<file path="src/rtl/vectored_int_ctrl.sv">
// rtl/vectored_int_ctrl.sv - N-channel prioritised, vectored, nesting interrupt controller
module vectored_int_ctrl #(
  parameter int unsigned         NUM_INTS   = 8,
  parameter int unsigned         PC_WIDTH   = 8,
  parameter logic [PC_WIDTH-1:0] ISR_BASE   = 8'h80,
  parameter int unsigned         ISR_STRIDE = 4,
  parameter logic [NUM_INTS-1:0] EDGE_MODE  = '1
) (
  input  logic                        clk,
  input  logic                        reset,
  input  logic [NUM_INTS-1:0]         ints,
  input  logic [NUM_INTS-1:0]         intMask,
  input  logic                        ldMask,
  input  logic                        clrMask,
  input  logic                        intEnable,
  input  logic                        intDisable,
  input  logic                        intAck,
  input  logic                        intDone,
  output logic [PC_WIDTH-1:0]         isrAddr,
  output logic [$clog2(NUM_INTS)-1:0] intId,
  output logic                        intPending,
  output logic [NUM_INTS-1:0]         inService
);
  localparam int unsigned ID_W = $clog2(NUM_INTS);
  localparam logic [NUM_INTS-1:0] ONE = NUM_INTS'(1);

  logic [NUM_INTS-1:0] r_ints_q, r_pending, r_mask, r_in_service;
  logic                r_enable, r_int_pending;
  logic [ID_W-1:0]     r_int_id;
  logic [PC_WIDTH-1:0] r_isr_addr;

  logic                w_ack, w_found, w_blocked;
  logic [NUM_INTS-1:0] w_ack_bit, w_pending_nxt, w_in_service_nxt, w_elig;
  logic [ID_W-1:0]     w_winner;
  logic [PC_WIDTH-1:0] w_addr;

  always_comb begin
    w_ack     = intAck & r_int_pending;
    w_ack_bit = w_ack ? (ONE << r_int_id) : '0;
    // Completion retires the lowest set bit before a same-cycle accept adds its own.
    w_in_service_nxt = (intDone ? (r_in_service & (r_in_service - ONE)) : r_in_service) | w_ack_bit;
    // A fresh edge on the acknowledged channel re-arms it rather than being lost.
    w_pending_nxt = (((r_pending & ~w_ack_bit) | (ints & ~r_ints_q)) & EDGE_MODE)
                  | (r_ints_q & ~EDGE_MODE);

    // Only channels strictly above (numerically below) the innermost active ISR may nest.
    w_blocked = 1'b0;
    w_elig    = '0;
    for (int i = 0; i < int'(NUM_INTS); i++) begin
      w_blocked = w_blocked | r_in_service[i];
      w_elig[i] = r_pending[i] & r_mask[i] & r_enable & ~w_blocked;
    end

    w_winner = '0;
    for (int i = int'(NUM_INTS) - 1; i >= 0; i--) begin
      if (w_elig[i]) w_winner = ID_W'(i);
    end
    w_found = |w_elig;
    w_addr  = PC_WIDTH'(32'(ISR_BASE) + 32'(w_winner) * ISR_STRIDE);
  end

  always_ff @(posedge clk or negedge reset) begin
    if (!reset) begin
      r_ints_q      <= '0;
      r_pending     <= '0;
      r_mask        <= '0;
      r_in_service  <= '0;
      r_enable      <= 1'b0;
      r_int_pending <= 1'b0;
      r_int_id      <= '0;
      r_isr_addr    <= '0;
    end else begin
      r_ints_q     <= ints;
      r_pending    <= w_pending_nxt;
      r_in_service <= w_in_service_nxt;
      if (clrMask)      r_mask <= '0;
      else if (ldMask)  r_mask <= intMask;
      if (intDisable)     r_enable <= 1'b0;
      else if (intEnable) r_enable <= 1'b1;
      if (w_ack) begin
        r_int_pending <= 1'b0;
      end else begin
        r_int_pending <= w_found;
        if (w_found) begin
          r_int_id   <= w_winner;
          r_isr_addr <= w_addr;
        end
      end
    end
  end

  assign isrAddr    = r_isr_addr;
  assign intId      = r_int_id;
  assign intPending = r_int_pending;
  assign inService  = r_in_service;

endmodule

</file>
<file path="config.mk">
export PLATFORM = sky130hd
export DESIGN_NAME = vectored_int_ctrl
export DESIGN_NICKNAME = d
export VERILOG_FILES = /design/src/rtl/vectored_int_ctrl.sv
export SDC_FILE = /design/constraint.sdc
export NUM_CORES = 1
export LEC_CHECK = 0
export BUFFER_PORTS_ARGS = -buffer_cell sky130_fd_sc_hd__buf_4
export CORE_MARGIN = 2
export CORE_UTILIZATION = 44
export DETAILED_ROUTE_END_ITERATION = 10
export PLACE_DENSITY = 0.66
export REMOVE_ABC_BUFFERS = 1
export SKIP_CTS_REPAIR_TIMING = 1
export SKIP_LAST_GASP = 1
export SYNTH_ARGS = -nofsm -noshare
export SYNTH_HDL_FRONTEND = slang
export SYNTH_SLANG_ARGS = --single-unit
</file>
<file path="constraint.sdc">
create_clock -name clk -period 3.3 [get_ports clk]
set_clock_uncertainty 0.1 [all_clocks]
set_input_delay 0.66 -clock clk [delete_from_list [all_inputs] [get_ports clk]]
set_output_delay 0.66 -clock clk [all_outputs]
set_load 0.03 [all_outputs]
</file>
==> impl_metrics.env, run 1 <==
export IMPL_status="finished, final reports clean"
export IMPL_grt_pass1_wl_um=5460
export IMPL_cts_tree="done"
export IMPL_grt_use_total_pct=17.2
export IMPL_critPathMaxFanout=8
export IMPL_port_buffers=39
export IMPL_finalCritPeriodShare_pct=63.4
export IMPL_final_setup_tns_ns=0
export IMPL_setup_viol=0
export IMPL_rsz0062_at_grt="no"
export IMPL_final_period_minus_worst_setup_slack_ns=2.09
export IMPL_yosys_top_cells_area="dfrtp_1 (57%), nand2_1 (7.3%), mux2i_1 (5.4%)"
export IMPL_cts_htree_levels=2
export IMPL_num_rows=22
export IMPL_grt_pass1_vias=1223
export IMPL_vias=1247
export IMPL_max_cap_viol_count=0
export IMPL_drive_gt1_share_pct=27.5
export IMPL_cts_buffers=5
export IMPL_dpl_cell_area_um2=1960
export IMPL_ys_seq_area_share_pct=57.5
export IMPL_p_leak_nw=1.06
export IMPL_grt_busiest_layer="met2"
export IMPL_drv_slew=0
export IMPL_gp_congestion=0.931
export IMPL_grt_overflow=0
export IMPL_required_ns=3.40
export IMPL_coreArea_um2=3630
export IMPL_drt_initial_drc_count=68
export IMPL_initial_core_util_pct=45.5
export IMPL_arrival_ns=2.19
export IMPL_synth_area_um2=1650
export IMPL_comb_power_share_pct=32.7
export IMPL_viasPerCell=4.95
export IMPL_instances_no_fill=252
export IMPL_drt_wl_total_um=3320
export IMPL_clock_latency_ns=0.28
export IMPL_synth_seq_cells=38
export IMPL_endpoint_kind="register"
export IMPL_gr_usage_met3_pct=5.65
export IMPL_drt_pre_antenna_iters=4
export IMPL_cts_root_buffer="clkbuf_8"
export IMPL_fmax_mhz=478
export IMPL_nets=228
export IMPL_dp_cells=245
export IMPL_syn_avg_cell_area_um2=10.1
export IMPL_p_seq_share_pct=45.9
export IMPL_vdd_drop_max_v=0.000338
export IMPL_ant_nets=0
export IMPL_grt_max_degree=39
export IMPL_clockBufferDepth=2
export IMPL_netlist_instances=164
export IMPL_dieHeight_um=65.3
export IMPL_internal_power_mw=0.848
export IMPL_synth_top_area_cell="dfrtp_1"
export IMPL_finalHoldViolCount=0
export IMPL_hold_path_class="input pin to asynchronous set/reset pin"
export IMPL_antenna_found_initial=0
export IMPL_grt_use_met1_pct=21.1
export IMPL_n_fill_cell=335
export IMPL_stdcell_area_um2=2040
export IMPL_ios=44
export IMPL_diodes=0
export IMPL_powerDensity_nw_per_um2=657
export IMPL_clkSinkCount=38
export IMPL_path_clk_slew_ns=0.07
export IMPL_synth_cell_type_count=33
export IMPL_die_area_um2=4270
export IMPL_grt_util_met2_pct=27.4
export IMPL_areaGrowthSynthToFinish_pct=23.1
export IMPL_dp_final_hpwl_um=2560
export IMPL_switching_share_pct=36.7
export IMPL_critPathKind="register to register"
export IMPL_netlist_area_leader_share_pct=57.5
export IMPL_drc_errors=0
export IMPL_die_w_um=65.3
export IMPL_ys_warn_count=0
export IMPL_post_route_util_pct=56.1
export IMPL_power_mw=1.34
export IMPL_cp_start_kind="register"
export IMPL_power_frac_clock_pct=21.3
export IMPL_switching_power_mw=0.491
export IMPL_wl_per_cell_um=13.2
==> worst max-delay path, stage by stage, from the launching register on <==
cell and delay [ns]:
dfrtp_1 0.46, or4b_4 0.60, a2111oi_2 0.21, o21ai_0 0.22
a21oi_2 0.23, mux2i_1 0.19
==> logic make-up after synthesis <==
family	count (synthesis)	share of synthesized area, %
buf+inv	21	6.35
simple gates	66	18.5
other cells	1	0.227
compound gates	29	12.0
mux	9	5.45
flops	38	57.5
==> layer usage <==
metal	wire, µm	vias to the layer above
li1	-	618
met1	1460	581
met2	1600	42
met3	199	6
met4	59	0
met5	0	-
==> metrics by stage <==
stage | hold WS [ns] | setup WS [ns]
final | 0.238 | 1.21
after global routing | 0.263 | 1.05
after CTS | 0.246 | 1.20
after detailed placement | 0.315 | 1.22
after global placement | 0.304 | 1.27
after floorplan | 0.264 | 1.26
==> Yosys cell counts, drive strengths merged <==
library cell  number
a2111oi            1
a211oi             2
a21boi             1
a21oi              2
a22o               1
and2               1
and3               1
buf                8
clkbuf             1
conb               1
dfrtp             38
inv               12
mux2i              9
nand2             32
nand3              3
nand3b             2
nand4              1
nand4b             1
nor2              19
o21ai             17
o22a               1
o311a              2
o31a               1
o31ai              1
or2                2
or3b               2
or4b               2
==> power groups by stage <==
stage | clock (mW) | combinational [mW] | sequential [mW]
4_1_cts | 0.298 | 0.442 | 0.614
2_1_floorplan | 0 | 0.166 | 0.715
6_report | 0.286 | 0.438 | 0.615
5_1_grt | 0.316 | 0.478 | 0.627
3_3_place_gp | 0 | 0.435 | 0.619
3_5_place_dp | 0 | 0.441 | 0.622
==> state kept, by name (all words and copies together) (netlist names) <==
register	cells
isrAddr	2
r_mask	8
intId	2
inService	8
r_enable	1
r_pending	8
intPending	1
r_ints_q	8
==> cell usage in the layout, fill, tap and decap left out, types with 2 or more instances in the layout <==
cell type / synthesis / routed
or2_1: 2 / 2
nand3b_1: 2 / 2
nand2_1: 32 / 32
clkbuf_8: 0 / 5
nand3_1: 3 / 3
clkinv_2: 0 / 2
o21ai_0: 16 / 16
buf_4: 7 / 39
o311a_2: 2 / 2
nor2_1: 19 / 19
inv_1: 12 / 12
mux2i_1: 9 / 9
dfrtp_1: 38 / 38
conb_1: 1 / 4
==> worst paths after layout <==
path                                 to  slack, ns  cells past startpoint    startpoint
setup reg to reg               intId[0]       1.21                      5  inService[0]
hold / removal               isrAddr[7]       0.24                      1         reset
min in group clk           r_pending[2]       0.32                      1   r_ints_q[2]
max in group asynchronous     r_mask[0]       2.54                      1         reset
hold reg to reg            r_pending[2]       0.32                      1   r_ints_q[2]
setup / recovery               intId[0]       1.21                      5  inService[0]
==> area by class of cell <==
cell class	count	area (µm²)	area share [%]
clock buffer	5	68.8	3.38
clock inverter	2	10.0	0.491
inverter	12	45.0	2.21
multi-input combinational	108	609	29.9
sequential	38	951	46.7
tap	48	60.1	2.95
timing repair buffer	39	293	14.4
Note: power is estimated with default switching activity, not from simulation.
==> inputs of run 2 (changes only) <==
--- a/config.mk
+++ b/config.mk
@@ -9,7 +9,7 @@
 export CORE_MARGIN = 2
 export CORE_UTILIZATION = 44
 export DETAILED_ROUTE_END_ITERATION = 10
-export PLACE_DENSITY = 0.66
+export PLACE_DENSITY = 0.68
 export REMOVE_ABC_BUFFERS = 1
 export SKIP_CTS_REPAIR_TIMING = 1
 export SKIP_LAST_GASP = 1
==> constraint.sdc (replaced) <==
create_clock -name clk -period 1.8 [get_ports clk]
set_clock_uncertainty 0.1 [all_clocks]
set_input_delay 0.36 -clock clk [delete_from_list [all_inputs] [get_ports clk]]
set_output_delay 0.36 -clock clk [all_outputs]
set_load 0.03 [all_outputs]
==> run 2 against run 1 <==
Compared with the run above: the flow now finishes with violations (setup timing); first-iteration DRC count is 15% higher; cell area is 3.1% higher; sequential cell count did not move.
==> impl_metrics.env, run 2 (synthesis gave the netlist of run 1 again) <==
export IMPL_drt_wl_total_um=3460
export IMPL_stdcell_area_um2=2100
export IMPL_nets=233
export IMPL_die_area_um2=4270
export IMPL_coreArea_um2=3630
export IMPL_arrival_ns=2.01
export IMPL_die_w_um=65.3
export IMPL_violations="setup timing"
export IMPL_dp_slack_ns=-0.134
export IMPL_p_leak_nw=1.09
export IMPL_hold_path_class="input pin to register"
export IMPL_gp_congestion=0.867
export IMPL_wl_per_cell_um=13.4
export IMPL_grt_use_total_pct=18.0
export IMPL_setup_slack_ns=-0.0951
export IMPL_final_period_minus_worst_setup_slack_ns=1.90
export IMPL_cts_tree="done"
export IMPL_dpl_cell_area_um2=1990
export IMPL_critPathMaxFanout=5
export IMPL_drt_initial_drc_count=78
export IMPL_grt_pass1_vias=1286
export IMPL_drc_errors=0
export IMPL_drv_slew=0
export IMPL_ios=44
export IMPL_cts_root_buffer="clkbuf_8"
export IMPL_cts_htree_levels=2
export IMPL_ant_nets=0
export IMPL_drive_gt1_share_pct=28.6
export IMPL_max_cap_viol_count=0
export IMPL_grt_pass1_wl_um=5770
export IMPL_port_buffers=39
export IMPL_grt_max_degree=39
export IMPL_vdd_drop_max_v=0.000539
export IMPL_required_ns=1.91
export IMPL_status="complete, but fails checks"
export IMPL_clock_latency_ns=0.29
export IMPL_power_mw=2.56
export IMPL_clockBufferDepth=2
export IMPL_rsz0062_at_grt="yes"
export IMPL_final_cell_mix="buf_4 (43), dfrtp_1 (38), nand2_1 (32)"
export IMPL_clkSinkCount=38
export IMPL_cp_start_kind="register"
export IMPL_antenna_found_initial=0
export IMPL_setup_viol=3
export IMPL_endpoint_kind="register"
export IMPL_diodes=0
export IMPL_n_fill_cell=345
export IMPL_grt_overflow=0
export IMPL_areaGrowthSynthToFinish_pct=27.0
export IMPL_powerDensity_nw_per_um2=1220
export IMPL_drt_pre_antenna_iters=4
export IMPL_critPathKind="register to register"
export IMPL_vias=1307
export IMPL_final_common_cell="buf_4"
export IMPL_rrSetupSlack_ns=-0.1
export IMPL_num_rows=22
export IMPL_finalCritPeriodShare_pct=105
export IMPL_viasPerCell=5.07
export IMPL_fmax_mhz=528
export IMPL_cts_buffers=5
export IMPL_finalHoldViolCount=0
export IMPL_post_route_util_pct=57.8
export IMPL_path_clk_slew_ns=0.07
export IMPL_dieHeight_um=65.3
export IMPL_dp_final_hpwl_um=2670
export IMPL_initial_core_util_pct=45.5
==> run 2: critical path, cell delays in order, from the launching register on <==
cell,delay (ns)
dfrtp_1,0.37
or4b_4,0.57
or3b_4,0.41
a211oi_2,0.15
o21ai_1,0.10
mux2i_1,0.12
==> run 2: layout make-up <==
type	count	area, µm²	area share, %
clock buffer	7	86.3	4.11
multi-input combinational	108	621	29.5
clock inverter	1	5.00	0.238
timing repair buffer	44	333	15.8
inverter	12	45.0	2.14
sequential	38	951	45.3
tap	48	60.1	2.86
==> run 2: worst paths after layout <==
kind,from,to,cells after the start
setup / recovery,inService[0],intId[0],5
hold / removal,ints[2],r_ints_q[2],1
setup reg to reg,inService[0],intId[0],5
hold reg to reg,r_ints_q[4],r_pending[4],1
max in group asynchronous,reset,intId[1],2
min in group asynchronous,reset,isrAddr[7],2
==> run 2: stage by stage <==
| step | cells | hold slack [ns] | setup TNS (ns) |
|---|---|---|---|
| floorplan | 158 | -0.0356 | -0.808 |
| global placement | 249 | 0.242 | -0.208 |
| detailed placement | 249 | 0.251 | -0.374 |
| CTS | 257 | -0.0654 | -0.446 |
| global route | 258 | 0.0662 | -0.504 |
| finish | 258 | 0.0790 | -0.174 |
==> run 2: metal layers <==
metal,wire length (µm),vias to the layer above,GRT usage [%]
li1,-,624,-
met1,1420,625,22.6
met2,1670,52,29.0
met3,311,6,7.02
met4,61,0,4.95
met5,0,-,0
==> run 2: where the power goes <==
group	total [mW]	leakage [nW]	switching, mW	internal, mW
clock network	0.591	0.0482	0.282	0.309
logic	0.859	0.590	0.513	0.347
registers	1.11	0.454	0.135	0.978
